[src/rtl/warp_scheduler_pkg.sv]
// Shared types for the per-core warp scheduler: warp/core state encodings,
// the instruction address type and the lane-mask builder.
package warp_scheduler_pkg;

  typedef logic [31:0] instruction_memory_address_t;

  typedef enum logic [2:0] {
    WARP_IDLE  = 3'd0,
    WARP_FETCH = 3'd1,
    WARP_READY = 3'd2,
    WARP_EXEC  = 3'd3,
    WARP_DONE  = 3'd4
  } warp_state_t;

  typedef enum logic [1:0] {
    CORE_IDLE     = 2'd0,
    CORE_RUN      = 2'd1,
    CORE_FINISHED = 2'd2
  } core_state_t;

  // Low `live` lanes of a `width`-lane warp; 0 or >= width means all lanes.
  function automatic logic [31:0] lane_mask(input int unsigned live, input int unsigned width);
    logic [31:0] m;
    m = 32'd0;
    for (int unsigned b = 0; b < 32; b++) begin
      if ((b < width) && ((live == 32'd0) || (live >= width) || (b < live))) begin
        m[b] = 1'b1;
      end else begin
        m[b] = 1'b0;
      end
    end
    return m;
  endfunction

endpackage

[src/rtl/warp_scheduler_rr_arbiter.sv]
// Combinational round-robin picker: first requester after ptr, wrapping.
// The pointer itself is owned by the instantiating block.
module rr_arbiter #(
  parameter int N = 4,
  localparam int IW = (N > 1) ? $clog2(N) : 1
) (
  input  logic [N-1:0]  req,
  input  logic [IW-1:0] ptr,
  output logic          grant_valid,
  output logic [IW-1:0] grant_idx
);

  localparam int unsigned NU = N;

  // Scan N candidates starting one past the pointer; lowest distance wins.
  always_comb begin
    int unsigned cand;
    grant_valid = 1'b0;
    grant_idx   = {IW{1'b0}};
    cand        = 32'd0;
    for (int unsigned k = 1; k <= NU; k++) begin
      cand = (32'(ptr) + k) % NU;
      if (!grant_valid && req[cand]) begin
        grant_valid = 1'b1;
        grant_idx   = IW'(cand);
      end else begin
        grant_valid = grant_valid;
      end
    end
  end

endmodule

[src/rtl/warp_scheduler.sv]
// Per-core warp scheduler: launches warps, tracks per-warp state/PC/mask,
// issues one ready warp per cycle round-robin and reports core completion.
module warp_scheduler
  import warp_scheduler_pkg::*;
#(
  parameter int WARPS_PER_CORE   = 4,
  parameter int THREADS_PER_WARP = 32,
  localparam int WID = (WARPS_PER_CORE > 1) ? $clog2(WARPS_PER_CORE) : 1,
  localparam int CW  = $clog2(WARPS_PER_CORE) + 1,
  localparam int CT  = $clog2(THREADS_PER_WARP) + 1
) (
  input  logic                                              clk,
  input  logic                                              reset,
  input  logic                                              start,
  input  logic [CW-1:0]                                     active_warps,
  input  logic [CT-1:0]                                     tail_threads,
  input  instruction_memory_address_t                       start_pc,
  output logic                                              done,
  output warp_state_t [WARPS_PER_CORE-1:0]                  warp_state,
  output instruction_memory_address_t [WARPS_PER_CORE-1:0]  pc,
  input  logic [WARPS_PER_CORE-1:0]                         fetch_done,
  output logic                                              issue_valid,
  output logic [WID-1:0]                                    issue_warp,
  output logic [THREADS_PER_WARP-1:0]                       issue_mask,
  output instruction_memory_address_t                       issue_pc,
  input  logic                                              issue_ready,
  input  logic                                              retire_valid,
  input  logic [WID-1:0]                                    retire_warp,
  input  instruction_memory_address_t                       retire_next_pc,
  input  logic                                              retire_halt
);

  localparam int W = WARPS_PER_CORE;
  localparam int T = THREADS_PER_WARP;

  core_state_t                            core_state_r, core_state_next_s;
  warp_state_t [W-1:0]                    warp_state_r, warp_state_next_s;
  instruction_memory_address_t [W-1:0]    pc_r, pc_next_s;
  logic [W-1:0][T-1:0]                    mask_r, mask_next_s;
  logic [WID-1:0]                         rr_ptr_r, rr_ptr_next_s;
  logic                                   hold_r, hold_next_s;
  logic [WID-1:0]                         hold_idx_r, hold_idx_next_s;
  logic                                   done_r, done_next_s;

  logic [CW-1:0]  clamp_s;
  logic           launch_s;
  logic [W-1:0]   req_s;
  logic           arb_valid_s;
  logic [WID-1:0] arb_idx_s;
  logic [WID-1:0] sel_idx_s;
  logic           handshake_s;
  logic           all_done_s;
  logic [31:0]    tail_mask_s;

  assign clamp_s  = (active_warps > CW'(W)) ? CW'(W) : active_warps;
  assign launch_s = start && (core_state_r != CORE_RUN);

  // Ready-warp request vector for the arbiter.
  always_comb begin
    req_s = {W{1'b0}};
    for (int i = 0; i < W; i++) begin
      req_s[i] = (warp_state_r[i] == WARP_READY);
    end
  end

  rr_arbiter #(.N(W)) u_arb (
    .req         (req_s),
    .ptr         (rr_ptr_r),
    .grant_valid (arb_valid_s),
    .grant_idx   (arb_idx_s)
  );

  // A stalled offer is pinned so late-arriving ready warps cannot displace it.
  assign sel_idx_s   = hold_r ? hold_idx_r : arb_idx_s;
  assign issue_valid = hold_r | arb_valid_s;
  assign issue_warp  = sel_idx_s;
  assign issue_mask  = issue_valid ? mask_r[sel_idx_s] : {T{1'b0}};
  assign issue_pc    = issue_valid ? pc_r[sel_idx_s] : 32'd0;
  assign handshake_s = issue_valid & issue_ready;

  assign warp_state = warp_state_r;
  assign pc         = pc_r;
  assign done       = done_r;

  // Per-warp next state, PC and mask: launch overrides normal progression.
  always_comb begin
    warp_state_next_s = warp_state_r;
    pc_next_s         = pc_r;
    mask_next_s       = mask_r;
    all_done_s        = 1'b1;
    tail_mask_s       = lane_mask(32'(tail_threads), 32'(T));
    for (int i = 0; i < W; i++) begin
      if ((warp_state_r[i] != WARP_IDLE) && (warp_state_r[i] != WARP_DONE)) begin
        all_done_s = 1'b0;
      end else begin
        all_done_s = all_done_s;
      end
      if (launch_s) begin
        if (CW'(i) < clamp_s) begin
          warp_state_next_s[i] = WARP_FETCH;
          pc_next_s[i]         = start_pc;
          mask_next_s[i]       = ((CW'(i) + CW'(1)) == clamp_s) ? tail_mask_s[T-1:0] : {T{1'b1}};
        end else begin
          warp_state_next_s[i] = WARP_IDLE;
          mask_next_s[i]       = {T{1'b0}};
        end
      end else begin
        case (warp_state_r[i])
          WARP_FETCH: begin
            if (fetch_done[i]) warp_state_next_s[i] = WARP_READY;
            else               warp_state_next_s[i] = WARP_FETCH;
          end
          WARP_READY: begin
            if (handshake_s && (sel_idx_s == WID'(i))) warp_state_next_s[i] = WARP_EXEC;
            else                                       warp_state_next_s[i] = WARP_READY;
          end
          WARP_EXEC: begin
            if (retire_valid && (retire_warp == WID'(i))) begin
              if (retire_halt) begin
                warp_state_next_s[i] = WARP_DONE;
              end else begin
                warp_state_next_s[i] = WARP_FETCH;
                pc_next_s[i]         = retire_next_pc;
              end
            end else begin
              warp_state_next_s[i] = WARP_EXEC;
            end
          end
          default: warp_state_next_s[i] = warp_state_r[i];
        endcase
      end
    end
  end

  // Core FSM, done flag, round-robin pointer and stall pin.
  always_comb begin
    core_state_next_s = core_state_r;
    done_next_s       = done_r;
    rr_ptr_next_s     = handshake_s ? sel_idx_s : rr_ptr_r;
    hold_next_s       = issue_valid & ~issue_ready;
    hold_idx_next_s   = sel_idx_s;
    case (core_state_r)
      CORE_IDLE, CORE_FINISHED: begin
        if (start) begin
          core_state_next_s = CORE_RUN;
          done_next_s       = 1'b0;
        end else begin
          core_state_next_s = core_state_r;
        end
      end
      CORE_RUN: begin
        if (all_done_s) begin
          core_state_next_s = CORE_FINISHED;
          done_next_s       = 1'b1;
        end else begin
          core_state_next_s = CORE_RUN;
        end
      end
      default: core_state_next_s = CORE_IDLE;
    endcase
  end

  // State registers with asynchronous active-low reset.
  always_ff @(posedge clk or negedge reset) begin
    if (!reset) begin
      core_state_r <= CORE_IDLE;
      warp_state_r <= {W{WARP_IDLE}};
      pc_r         <= {W{32'd0}};
      mask_r       <= {(W*T){1'b0}};
      rr_ptr_r     <= WID'(W - 1);
      hold_r       <= 1'b0;
      hold_idx_r   <= {WID{1'b0}};
      done_r       <= 1'b0;
    end else begin
      core_state_r <= core_state_next_s;
      warp_state_r <= warp_state_next_s;
      pc_r         <= pc_next_s;
      mask_r       <= mask_next_s;
      rr_ptr_r     <= rr_ptr_next_s;
      hold_r       <= hold_next_s;
      hold_idx_r   <= hold_idx_next_s;
      done_r       <= done_next_s;
    end
  end

endmodule

[config.mk]
export PLATFORM = sky130hd
export DESIGN_NAME = warp_scheduler
export DESIGN_NICKNAME = d
export VERILOG_FILES = /design/src/rtl/warp_scheduler_pkg.sv /design/src/rtl/warp_scheduler_rr_arbiter.sv /design/src/rtl/warp_scheduler.sv
export SDC_FILE = /design/constraint.sdc
export NUM_CORES = 1
export LEC_CHECK = 0
export ABC_CLOCK_PERIOD_IN_PS = 2500
export CORE_ASPECT_RATIO = 1.4
export CORE_MARGIN = 4
export CORE_UTILIZATION = 46
export CTS_CLUSTER_SIZE = 12
export DETAILED_ROUTE_END_ITERATION = 12
export GPL_TIMING_DRIVEN = 0
export PLACE_DENSITY = 0.77
export SKIP_LAST_GASP = 1
export SYNTH_ARGS = -nofsm -noshare
export SYNTH_HDL_FRONTEND = slang
export SYNTH_SLANG_ARGS = --single-unit
[constraint.sdc]
create_clock -name clk -period 2.5 [get_ports clk]
set_clock_uncertainty 0.2 [all_clocks]
set_input_delay 0.25 -clock clk [delete_from_list [all_inputs] [get_ports clk]]
set_output_delay 0.25 -clock clk [all_outputs]
set_load 0.02 [all_outputs]
==> results of run 1 <==
==> critical path, cell delays in order (launching register included) <==
cell,delay [ns]
dfrtp_2,0.43
buf_6,0.14
nand2b_1,0.23
nor3_2,0.12
a2111oi_4,0.31
o22ai_2,0.16
inv_2,0.15
buf_6,0.15
buf_12,0.17
clkbuf_16,0.18
buf_4,0.11
mux2i_1,0.22
o22ai_2,0.10
buf_6,0.15
==> area by class of cell <==
class	count	area, sq um
fill	1914	7730
multi-input combinational	976	7270
sequential	276	6920
timing repair buffer	389	4230
buffer	105	857
clock buffer	39	803
tap	375	469
clock inverter	8	68.8
inverter	12	50.0
antenna	1	2.50
==> per-layer routing <==
layer  wire length, microns  vias up
li1                       -     5763
met1                  18900     6716
met2                  28900      883
met3                   5570      266
met4                   3860        0
met5                      0        -
==> sequential cells by signal (all words and copies together) (netlist names) <==
signal	cells
hold_idx_r	2
warp_state	12
rr_ptr_r	2
hold_r	1
pc	128
mask_r	128
done	1
core_state_r	2
==> metrics by stage <==
step | hold WS (ns) | TNS (ns) | setup WS (ns) | cell area [sq um]
2_1_floorplan | -0.246 | -10.14 | -0.177 | 13900
3_3_place_gp | 0.249 | -3204.35 | -11.78 | 17300
3_5_place_dp | 0.0884 | -244.58 | -1.43 | 17300
4_1_cts | 0.0528 | -62.67 | -1.07 | 19500
5_1_grt | 0.103 | -75.96 | -1.23 | 20700
6_report | 0.0465 | -70.81 | -1.15 | 20700
==> kinds of logic (layout without fill, tap and decap cells) <==
group	Yosys count	in the layout
simple gates	385	386
flops	276	276
compound gates	428	428
mux	162	162
other cells	0	1
buf+inv	127	553
==> path summary, 6_finish.rpt <==
path	startpoint	end	slack (ns)	cells past startpoint
hold reg to reg	mask_r[84]$_DFFE_PN0P_	mask_r[84]$_DFFE_PN0P_	0.27	2
max in group asynchronous	reset	mask_r[88]$_DFFE_PN0P_	0.71	4
setup / recovery	warp_state[4]$_DFFE_PN0P_	issue_mask[28]	-1.15	13
hold / removal	reset	pc[57]$_DFFE_PN0P_	0.05	2
min in group clk	tail_threads[0]	mask_r[94]$_DFFE_PN0P_	0.10	2
setup reg to reg	warp_state[0]$_DFFE_PN0P_	warp_state[9]$_DFFE_PN0P_	-0.25	8
==> cells in the mapped netlist, types with 10 or more instances <==
cell and count:
clkbuf_1 81, buf_2 12, a22o_1 18, mux2i_1 160, inv_1 11, a21o_1 12, dfrtp_1 274, nand2_1 137
buf_4 12, a31oi_1 13, nor2_1 167, nor3_1 14, o21ai_0 103, a221o_1 10, o22ai_1 64, a21oi_1 173
nand3_1 13
==> what timing repair did <==
action | 4_1_cts | 5_1_grt
hold buffers | 3 | 0
gates resized for setup | 524 | 222
setup buffers | 46 | 37
pin swaps | 32 | 48
hold endpoints to repair | 90 | 0
cloned | 8 | 11
endpoints found under the setup margin | 274 | 266
==> metrics.txt, run 1 <==
met3 usage=8.37%; DRT iter0 DRCs=1320; ys async rst share=100%; Synth-to-Final Area Change=55.6%; Slew Limit Headroom=45.6%; largest area contributor in the netlist=dfrtp_1; Synth Register Bits=276; Routability Congestion=0.989; syn avg cell area=9.64 sq um; post-synthesis mux area share=12.2%; Final Util=72.8%; most common cell after layout, fill and taps aside=dfrtp_1; Setup Crit Path Kind=reg2out; busiest grt layer=met2; GR Overflow Total=0; number of port buffers=287; hold crit path type=in2async; largest family of logic cells by synthesized area=compound AO/OA/AOI/OAI gates; io pins=293; sequential share of the synthesized area=52.0%; met1 Use GR=37.9%; Worst-path clk slew=0.06 ns; die height=209 microns; Ys Warns=0; Site Rows=73; die width=152 microns; XOR/XNOR Fraction of Synth Area=0%; Synth Instances=1378; DR WL/cell=26.2 microns; root buffer cell=clkbuf_16; top-area cell type share of the netlist area=51.6%; routed via count=13628; failing checks=negative setup slack; largest net degree at the start of global routing=105; met2 usage=58.0%; maxcap violations=0; Final HPWL DP=36.8 mm; Req. time, crit path=2.05 ns; Cell Area, Synth=13300 sq um; fin crit share=146%; die footprint=31700 sq um; vias in the first global route=13913; Netlist cell types=61; final hold vios=0; Setup-failing EPs final=72; htree depth=1; Slew Limit Fails=0; drt total wl=57.2 mm; cells taking the most area after synthesis=dfrtp_1, mux2i_1, a21oi_1; Final Instance Count excl. Fillers=2181; Worst Setup Slack, final=-1.15 ns; cell count after placement=2042; Least-Margin Pin Slew=0.813 ns; Antenna Nets Post-Route=0; dominant synthesized flop cell=dfrtp_1; Critical Path Fanout Max=7; Final min period=3.65 ns; FMAX=274 MHz; Via density=6.25; critical path endpoint category=output port; Inserted Clock Buffers=29; Core Footprint=28400 sq um; # DRC=0; share of layout cells above drive strength 1=26.9%; syn nets=1463; simple-gate share of the synthesized area=12.6%; total track usage=33.5%; Initial Util=46.8%; RSZ-0062 raised after global routing=true; CP startpoint kind=flop; global-route wire length before repair=81.9 mm; clk sink count=276; Bufs on Longest Clock Path=3; most frequent cells in the layout=dfrtp_1, clkdlybuf4s50_1, a21oi_1; clk_lat worst skew=0.57 ns; Post-Synth Adder-Cell Area=0%; drt pass-1 iters=7; count of flip-flops with a built-in enable after synthesis=0; compound-gate portion of the synthesized area=19.1%; Worst EP arrival=3.20 ns; initial antenna violation count=1; Final Net Count=1874; CTS tree=done; status=finished, violations left
Power of run 1 is left out: the tool's default activity adds up to more than one toggle a clock period on the data nets, which glitch-free logic cannot reach.
==> run 2: changes to the inputs <==
--- a/config.mk
+++ b/config.mk
@@ -8,11 +8,12 @@
 export ABC_CLOCK_PERIOD_IN_PS = 2500
 export CORE_ASPECT_RATIO = 1.4
 export CORE_MARGIN = 4
-export CORE_UTILIZATION = 46
+export CORE_UTILIZATION = 55
 export CTS_CLUSTER_SIZE = 12
 export DETAILED_ROUTE_END_ITERATION = 12
+export DONT_BUFFER_PORTS = 1
 export GPL_TIMING_DRIVEN = 0
-export PLACE_DENSITY = 0.77
+export PLACE_DENSITY = 0.73
 export SKIP_LAST_GASP = 1
 export SYNTH_ARGS = -nofsm -noshare
 export SYNTH_HDL_FRONTEND = slang
==> run 2 against run 1 <==
Effect of this change: the run ends with negative hold slack, negative setup slack left; highest routed layer unchanged; cell count is 16% lower; count of clock-buffer cells in the layout is 3 lower; largest cell class unchanged; via count is 7.6% lower; sequential share of layout area is 5.6 points higher; design area is 14% lower; maximum frequency is 1.4% higher; die area is 16% lower.
==> metrics.txt, run 2 (synthesized netlist as in run 1, its figures left out) <==
most frequent cells in the layout=dfrtp_1, a21oi_1, nor2_1 (was dfrtp_1, clkdlybuf4s50_1, a21oi_1); DRT iter0 DRCs=1150 (was 1320); Inserted Clock Buffers=27 (was 29); Initial Util=55.6% (was 46.8%); largest net degree at the start of global routing=277 (was 105); drt total wl=52.6 mm (was 57.2 mm); vias in the first global route=12760 (was 13913); failing checks=negative hold slack, negative setup slack (was negative setup slack); hold slack=-0.776 ns (was 0.0465 ns); maxcap violations=0 (unchanged); status=finished, violations left (unchanged); final hold vios=276 (was 0); Final Net Count=1589 (was 1874); FMAX=278 MHz (was 274 MHz); Slew Limit Headroom=49.1% (was 45.6%); CTS tree=done (unchanged); DR WL/cell=28.9 microns (was 26.2 microns); Setup Crit Path Kind=reg2out (unchanged); most common cell after layout, fill and taps aside=dfrtp_1 (unchanged); Worst EP arrival=3.15 ns (was 3.20 ns); Slew Limit Fails=0 (unchanged); fin crit share=144% (was 146%); Critical Path Fanout Max=10 (was 7); RSZ-0062 raised after global routing=true (unchanged); global-route wire length before repair=77.3 mm (was 81.9 mm); # DRC=0 (unchanged); Routability Congestion=0.968 (was 0.989); Final min period=3.60 ns (was 3.65 ns); htree depth=1 (unchanged); die width=139 microns (was 152 microns); total inserted antenna cells=0 (was 1); clk_lat worst skew=0.52 ns (was 0.57 ns); GR Overflow Total=0 (unchanged); clk sink count=276 (unchanged); Final HPWL DP=33.5 mm (was 36.8 mm); Core Footprint=23900 sq um (was 28400 sq um); share of layout cells above drive strength 1=22.2% (was 26.9%); Req. time, crit path=2.05 ns (about the same); drt pass-1 iters=5 (was 7); die height=192 microns (was 209 microns); root buffer cell=clkbuf_16 (unchanged); initial antenna violation count=0 (was 1); Antenna Nets Post-Route=0 (unchanged); CP startpoint kind=flop (unchanged); number of port buffers=0 (was 287); Worst-path clk slew=0.06 ns (about the same); die footprint=26700 sq um (was 31700 sq um); critical path endpoint category=output port (unchanged); total track usage=37.2% (was 33.5%); Synth-to-Final Area Change=33.2% (was 55.6%); # fillers=1605 (was 1914); Least-Margin Pin Slew=0.760 ns (was 0.813 ns); hold crit path type=in2async (unchanged); Setup-failing EPs final=72 (unchanged); routed via count=12596 (was 13628); Via density=6.91 (was 6.25); Bufs on Longest Clock Path=3 (unchanged); io pins=293 (unchanged); setup TNS=-70.65 ns (was -70.81 ns); Site Rows=67 (was 73); Worst Setup Slack, final=-1.10 ns (was -1.15 ns)
==> run 2: changes by cell type in the layout (fill, tap and decap cells not counted), moves of 10 or more <==
cell             delta
buf_6              -78
o22ai_4            +32
clkbuf_16          -10
buf_4              -35
mux2i_1            -24
dlygate4sd3_1      +78
mux2i_4            +27
buf_12             -17
clkdlybuf4s50_1   -219
o22ai_2            -32
==> run 2: worst paths after layout <==
check | start | end | slack (ns) | cells past startpoint
setup / recovery | warp_state[8]$_DFFE_PN0P_ | issue_mask[12] | -1.10 | 9
hold / removal | reset | warp_state[4]$_DFFE_PN0P_ | -0.78 | 0
setup reg to reg | warp_state[0]$_DFFE_PN0P_ | warp_state[9]$_DFFE_PN0P_ | -0.36 | 7
hold reg to reg | mask_r[85]$_DFFE_PN0P_ | mask_r[85]$_DFFE_PN0P_ | 0.27 | 2
max in group asynchronous | reset | pc[104]$_DFFE_PN0P_ | 2.39 | 0
min in group clk | retire_warp[1] | warp_state[1]$_DFFE_PN0P_ | 0.01 | 3
==> run 2: metal layers <==
metal	vias up	share of wire, %	track usage [%]	wire length [microns]
met5	-	0	0	0
met4	0	7.0	21.6	3680
met3	267	9.2	9.07	4830
met2	885	51	65.2	27000
met1	6252	33	41.3	17100
li1	5192	-	-	-
==> run 2: area by class of cell <==
type | instances | area [sq um] | share of cell area, %
buffer | 108 | 781 | 4.41
clock buffer | 36 | 729 | 4.12
timing repair buffer | 103 | 1070 | 6.05
inverter | 12 | 48.8 | 0.276
clock inverter | 1 | 5.00 | 0.0283
multi-input combinational | 976 | 7750 | 43.8
tap | 310 | 388 | 2.19
sequential | 276 | 6920 | 39.1
==> run 2: critical path, stage by stage, from the launching register on <==
cell,delay [ns]
dfrtp_1,0.54
nor3b_4,0.46
nor2_1,0.13
a2111oi_4,0.25
o22ai_2,0.17
inv_2,0.19
clkbuf_16,0.23
buf_12,0.20
mux2i_4,0.30
o22ai_4,0.14
==> run 2: repair_timing <==
action / in CTS / in global routing
pin swaps: 15 / 15
setup endpoints to repair: 270 / 203
endpoints found under the hold margin: 439 / 277
hold buffers: 80 / 1
setup buffers: 13 / 5
gates resized for setup: 250 / 89
gates cloned: 2 / 4
==> run 2: metrics by stage <==
step	hold WS, ns	util, %	cells	worst slack (ns)	cell area (sq um)
after detailed placement	-0.235	59.9	1688	-0.893	14300
final	-0.776	74.1	1822	-1.10	17700
after floorplan	-0.246	-	1378	-0.177	13900
after global placement	-0.232	59.9	1688	-0.910	14300
after CTS	-0.782	71.7	1814	-0.979	17100
after global routing	-0.786	74.1	1822	-1.21	17700
Power of run 2 is left out for the same reason.
